<file path="src/rtl/oled_pkg.sv">
// SSD1306 command tables, frame geometry and sequencer state encodings.
package oled_pkg;
  localparam int INIT_LEN = 25;
  localparam int ADDR_LEN = 6;
  localparam int FB_BYTES = 1024;

  localparam logic [7:0] INIT_ROM [0:INIT_LEN-1] = '{
    8'hAE, 8'hD5, 8'h80, 8'hA8, 8'h3F, 8'hD3, 8'h00, 8'h40, 8'h8D, 8'h14,
    8'h20, 8'h00, 8'hA1, 8'hC8, 8'hDA, 8'h12, 8'h81, 8'hCF, 8'hD9, 8'hF1,
    8'hDB, 8'h40, 8'hA4, 8'hA6, 8'hAF
  };

  localparam logic [7:0] ADDR_ROM [0:ADDR_LEN-1] = '{
    8'h21, 8'h00, 8'h7F, 8'h22, 8'h00, 8'h07
  };

  typedef enum logic [2:0] {RST_LOW, RST_WAIT, INIT, ADDR, PIXEL} state_e;
  typedef enum logic [1:0] {FETCH0, FETCH1, XFER} xfer_e;
endpackage

</file>
<file path="src/rtl/oled_spi_driver_spi_byte_tx.sv">
// SPI mode-0 byte shifter: 8 bits MSB first with CS low, then a CS-high gap.
// done pulses in the last gap cycle; start is ignored unless idle.
module spi_byte_tx #(
  parameter int CLK_DIV = 2
) (
  input  logic       clk,
  input  logic       rst_n,
  input  logic       start,
  input  logic [7:0] byte_in,
  output logic       done,
  output logic       sclk,
  output logic       mosi,
  output logic       cs
);
  typedef enum logic [1:0] {IDLE, LOW, HIGH, GAP} phase_e;
  localparam int DW = (CLK_DIV > 1) ? $clog2(CLK_DIV) : 1;

  phase_e        phase_q, phase_d;
  logic [DW-1:0] div_q, div_d;
  logic [2:0]    bit_q, bit_d;
  logic [7:0]    shift_q, shift_d;
  logic          div_end;

  assign div_end = (div_q == DW'(CLK_DIV - 1));

  always_comb begin
    phase_d = phase_q;
    div_d   = div_q;
    bit_d   = bit_q;
    shift_d = shift_q;
    done    = 1'b0;
    case (phase_q)
      IDLE: if (start) begin
        phase_d = LOW;
        shift_d = byte_in;
        div_d   = '0;
        bit_d   = '0;
      end
      LOW: if (div_end) begin
        div_d   = '0;
        phase_d = HIGH;
      end else begin
        div_d = div_q + 1'b1;
      end
      HIGH: if (div_end) begin
        div_d = '0;
        if (bit_q == 3'd7) begin
          phase_d = GAP;
        end else begin
          // next bit appears on MOSI as SCLK falls
          phase_d = LOW;
          bit_d   = bit_q + 3'd1;
          shift_d = {shift_q[6:0], 1'b0};
        end
      end else begin
        div_d = div_q + 1'b1;
      end
      GAP: if (div_end) begin
        div_d   = '0;
        phase_d = IDLE;
        done    = 1'b1;
      end else begin
        div_d = div_q + 1'b1;
      end
      default: phase_d = IDLE;
    endcase
  end

  always_ff @(posedge clk or negedge rst_n) begin
    if (!rst_n) begin
      phase_q <= IDLE;
      div_q   <= '0;
      bit_q   <= '0;
      shift_q <= '0;
    end else begin
      phase_q <= phase_d;
      div_q   <= div_d;
      bit_q   <= bit_d;
      shift_q <= shift_d;
    end
  end

  assign cs   = !((phase_q == LOW) || (phase_q == HIGH));
  assign sclk = (phase_q == HIGH);
  assign mosi = !cs && shift_q[7];
endmodule

</file>
<file path="src/rtl/oled_spi_driver.sv">
// SSD1306 power-up, init and continuous frame streaming over 4-wire SPI.
// Each byte: 2 fetch cycles then the SPI shifter; byte_counter feeds the image source.
module oled_spi_driver
  import oled_pkg::*;
#(
  parameter int CLK_DIV      = 2,
  parameter int RESET_CYCLES = 1000,
  parameter int RESET_WAIT   = 1000
) (
  input  logic       clk,
  input  logic       rst_n,
  input  logic [7:0] data_in,
  output logic [9:0] byte_counter,
  output logic       oled_sclk,
  output logic       oled_mosi,
  output logic       oled_cs,
  output logic       oled_dc,
  output logic       oled_res,
  output logic       frame_done
);
  // The first INIT fetch overlaps the tail of the wait, so CS falls RESET_WAIT cycles after RES rises.
  localparam int WAIT_LAST = (RESET_WAIT >= 3) ? RESET_WAIT - 3 : 0;

  state_e      seq_q, seq_d;
  xfer_e       xfer_q, xfer_d;
  logic [31:0] cnt_q, cnt_d;
  logic [4:0]  idx_q, idx_d;
  logic [9:0]  bc_q, bc_d;
  logic        frame_done_q, frame_done_d;
  logic        tx_start, tx_done;
  logic [7:0]  tx_byte;

  always_comb begin
    seq_d        = seq_q;
    xfer_d       = xfer_q;
    cnt_d        = cnt_q;
    idx_d        = idx_q;
    bc_d         = bc_q;
    frame_done_d = 1'b0;
    tx_start     = 1'b0;
    case (seq_q)
      RST_LOW: if (cnt_q == 32'(RESET_CYCLES - 1)) begin
        cnt_d = '0;
        seq_d = RST_WAIT;
      end else begin
        cnt_d = cnt_q + 32'd1;
      end
      RST_WAIT: if (cnt_q == 32'(WAIT_LAST)) begin
        cnt_d  = '0;
        seq_d  = INIT;
        xfer_d = FETCH0;
        idx_d  = '0;
      end else begin
        cnt_d = cnt_q + 32'd1;
      end
      default: begin
        case (xfer_q)
          FETCH0: xfer_d = FETCH1;
          FETCH1: begin
            tx_start = 1'b1;
            xfer_d   = XFER;
          end
          default: if (tx_done) begin
            xfer_d = FETCH0;
            case (seq_q)
              INIT: if (idx_q == 5'(INIT_LEN - 1)) begin
                idx_d = '0;
                seq_d = ADDR;
              end else begin
                idx_d = idx_q + 5'd1;
              end
              ADDR: if (idx_q == 5'(ADDR_LEN - 1)) begin
                idx_d = '0;
                seq_d = PIXEL;
              end else begin
                idx_d = idx_q + 5'd1;
              end
              default: if (bc_q == 10'(FB_BYTES - 1)) begin
                bc_d         = '0;
                frame_done_d = 1'b1;
                seq_d        = ADDR;
              end else begin
                bc_d = bc_q + 10'd1;
              end
            endcase
          end
        endcase
      end
    endcase
  end

  // The shifter loads tx_byte on the edge ending FETCH1, which is the data_in capture point.
  always_comb begin
    tx_byte = 8'h00;
    case (seq_q)
      INIT:    tx_byte = INIT_ROM[idx_q];
      ADDR:    tx_byte = ADDR_ROM[idx_q];
      PIXEL:   tx_byte = data_in;
      default: tx_byte = 8'h00;
    endcase
  end

  always_ff @(posedge clk or negedge rst_n) begin
    if (!rst_n) begin
      seq_q        <= RST_LOW;
      xfer_q       <= FETCH0;
      cnt_q        <= '0;
      idx_q        <= '0;
      bc_q         <= '0;
      frame_done_q <= 1'b0;
    end else begin
      seq_q        <= seq_d;
      xfer_q       <= xfer_d;
      cnt_q        <= cnt_d;
      idx_q        <= idx_d;
      bc_q         <= bc_d;
      frame_done_q <= frame_done_d;
    end
  end

  spi_byte_tx #(.CLK_DIV(CLK_DIV)) u_tx (
    .clk     (clk),
    .rst_n   (rst_n),
    .start   (tx_start),
    .byte_in (tx_byte),
    .done    (tx_done),
    .sclk    (oled_sclk),
    .mosi    (oled_mosi),
    .cs      (oled_cs)
  );

  // Sequencer state only moves at the end of a gap, so DC never toggles with CS low.
  assign oled_dc      = (seq_q == PIXEL);
  assign oled_res     = (seq_q != RST_LOW);
  assign byte_counter = bc_q;
  assign frame_done   = frame_done_q;
endmodule

</file>
<file path="config.mk">
export PLATFORM = sky130hd
export DESIGN_NAME = oled_spi_driver
export DESIGN_NICKNAME = d
export VERILOG_FILES = /design/src/rtl/oled_pkg.sv /design/src/rtl/oled_spi_driver_spi_byte_tx.sv /design/src/rtl/oled_spi_driver.sv
export SDC_FILE = /design/constraint.sdc
export NUM_CORES = 1
export LEC_CHECK = 0
export CAP_MARGIN = 20
export CORE_MARGIN = 4
export CORE_UTILIZATION = 45
export DETAILED_ROUTE_END_ITERATION = 7
export PLACE_DENSITY = 0.75
export SYNTH_ARGS = -nofsm -noshare
export SYNTH_HDL_FRONTEND = slang
export SYNTH_SLANG_ARGS = --single-unit
</file>
<file path="constraint.sdc">
create_clock -name clk -period 4.4 [get_ports clk]
set_input_delay 0.44 -clock clk [delete_from_list [all_inputs] [get_ports clk]]
set_output_delay 0.44 -clock clk [all_outputs]
set_load 0.02 [all_outputs]
</file>
==> impl_metrics.json <==
{
  "outcome": "finished clean",
  "period_needed_ns": 2.69,
  "grt_pass1_vias": 3079,
  "stdcell_count": 568,
  "end_kind": "output port",
  "final_cell_mix": "dfrtp_1, nand2_1, xnor2_1, nor2_1, clkdlybuf4s50_1",
  "layout-drive-gt1-share_pct": 6.52,
  "cts_htree_levels": 3,
  "drc": 0,
  "grt_pass1_wl_mm": 14.9,
  "fmax_ghz": 0.372,
  "power.leakage_uw": 0.00199,
  "crit_family": "buffers and inverters",
  "worstSetupPathType": "flip-flop to output port",
  "hold_buffers": 0,
  "vias": 3307,
  "fin_skew_ns": 0.0119,
  "tightest_slew_ns": 0.953,
  "syn_avg_cell_area_um2": 9.16,
  "cts_buffers": 9,
  "antenna_found_initial": 0,
  "port_buffers": 25,
  "cts_resized": 0,
  "grt_use_total_pct": 17.7,
  "hold_viol": 0,
  "drv_cap": 0,
  "post_cts_buffers": 0,
  "cp_num_buf_inv": 2,
  "clkTransAtPathRegs_ns": 0.08,
  "diodes": 0,
  "avgRoutedWirePerCell_um": 15.1,
  "synth_nets": 463,
  "ys_seq_area_share_pct": 41.9,
  "dieArea_um2": 10500,
  "setup_viol": 0,
  "grt_max_degree": 43,
  "async_flop_share_pct": 100,
  "critPathMaxFanout": 12,
  "clk_latency_ns": 0.34,
  "cts_root_buf": "clkbuf_8",
  "detailed_place_hpwl_mm": 6.18,
  "final_net_count": 481,
  "dr.first_iter.drc_count": 282,
  "crit_chain": "inv_1 > nor3_2 > clkdlybuf4s50_1",
  "place_congestion": 0.917,
  "cp.required_ns": 3.96,
  "power_density_nw_per_um2": 289,
  "slowest_delay_ns": 0.71,
  "postRouteAntennaNets": 0,
  "slew_headroom_pct": 36.5,
  "first_pass_iters": 4,
  "holdCritPathClass": "input port to asynchronous set/reset pin",
  "vdd_drop_max_mv": 0.181,
  "start_util_pct": 46.1,
  "crit_arrival_ns": 2.25,
  "period_share_pct": 61.1,
  "dp_cells": 552,
  "worstSetupStartpointType": "flip-flop",
  "synth_ff_type": "dfrtp_1",
  "ioPinCount": 26,
  "crit_path_top_delay_cell": "clkdlybuf4s50_1",
  "die_x_um": 102,
  "overflow": 0,
  "drt-total-wl_mm": 8.60,
  "syn_area_um2": 4000,
  "final_common_cell": "dfrtp_1",
  "synth_cell_types": 57,
  "cts_tree": "yes",
  "clock_sinks": 67,
  "viasPerCell": 5.82,
  "core_area_um2": 8680,
  "ys_seq_elements": 67,
  "synth_edf_count": 0,
  "clock_path_buffers": 2,
  "fin_setup_tns_ns": 0,
  "final_max_slew_viol_count": 0,
  "syn-instance-count": 437,
  "fill_cells": 799,
  "area_delta_synth_final_pct": 14.6,
  "synth_warnings": 0,
  "rsz0062_at_grt": "no",
  "die_h_um": 102,
  "rows": 34
}
flip-flops by register name, indices dropped and copies added, names as in the netlist:
register / flops
byte_counter: 10
u_tx.shift_q: 8
u_tx.bit_q: 3
cnt_q: 32
idx_q: 5
frame_done: 1
xfer_q: 2
u_tx.phase_q: 2
seq_q: 3
u_tx.div_end: 1
synthesized netlist by cell type (all sizes together), types with 14 or more instances:
cell type,instances,share of area (%)
dfrtp,67,42
nand2,43,4.0
nor2,27,2.5
xnor2,27,5.9
o21ai,22,2.8
nand3,20,2.5
clkbuf,19,1.8
a21oi,18,2.3
inv,17,1.6
ha,16,5.0
nand4,16,2.5
nor3,14,2.0
worst paths after layout:
check	from	endpoint	slack, ns	cells after the start
min in group clk	cnt_q[31]$_DFFE_PN0N_	cnt_q[31]$_DFFE_PN0N_	0.47	1
min	rst_n	cnt_q[21]$_DFFE_PN0N_	0.25	1
max in group asynchronous	rst_n	idx_q[2]$_DFFE_PN0P_	3.26	2
max reg2reg	seq_q[1]$_DFFE_PN0P_	cnt_q[29]$_DFFE_PN0N_	1.96	5
max	seq_q[2]$_DFFE_PN0P_	oled_dc	1.71	3
min reg2reg	cnt_q[31]$_DFFE_PN0N_	cnt_q[31]$_DFFE_PN0N_	0.47	1
area by class of cell:
type / instances / area [um^2] / area share, %
multi-input cells: 333 / 2180 / 47.5
flip-flops and latches: 67 / 1680 / 36.6
repair buffers: 27 / 260 / 5.68
clock inverters: 7 / 146 / 3.19
well taps: 108 / 135 / 2.95
clock buffers: 9 / 124 / 2.70
inverters: 17 / 63.8 / 1.39
layer usage:
layer	up-vias	GRT usage, %	part of all wire (%)
met5	-	0	0
met4	0	4.04	0.73
met3	10	3.82	4.2
met2	80	27.7	48
met1	1594	25.2	47
li1	1623	-	-
power breakdown:
part | internal [uW] | total (uW) | switching (uW)
Clock | 439 | 691 | 252
Combinational | 7.11 | 20.0 | 12.9
Sequential | 615 | 615 | 0
Total | 1060 | 1330 | 265
stage by stage:
stage	power (uW)	utilization (%)	hold slack (ns)	cell area, um^2	setup WS, ns
global route	1370	52.8	0.319	4580	1.60
finish	1330	52.8	0.247	4580	1.71
global placement	648	49.7	0.460	4310	2.08
floorplan	628	-	0.144	4000	2.23
CTS	1340	52.8	0.277	4580	1.70
detailed placement	649	49.7	0.465	4310	2.05
cells by family (layout without fill, tap and decap cells):
logic type | count (synthesis) | in the layout | synth area share [%]
and+or+nand+nor | 185 | 185 | 25.2
AOI/OAI and AO/OA | 92 | 92 | 15.4
DFF | 67 | 67 | 41.9
xor gates and xnor gates | 37 | 37 | 8.10
buffers and inverters | 37 | 60 | 3.66
adders and majority gates | 16 | 16 | 5.00
muxes | 3 | 3 | 0.813
Note: power is estimated with default switching activity, not from simulation.
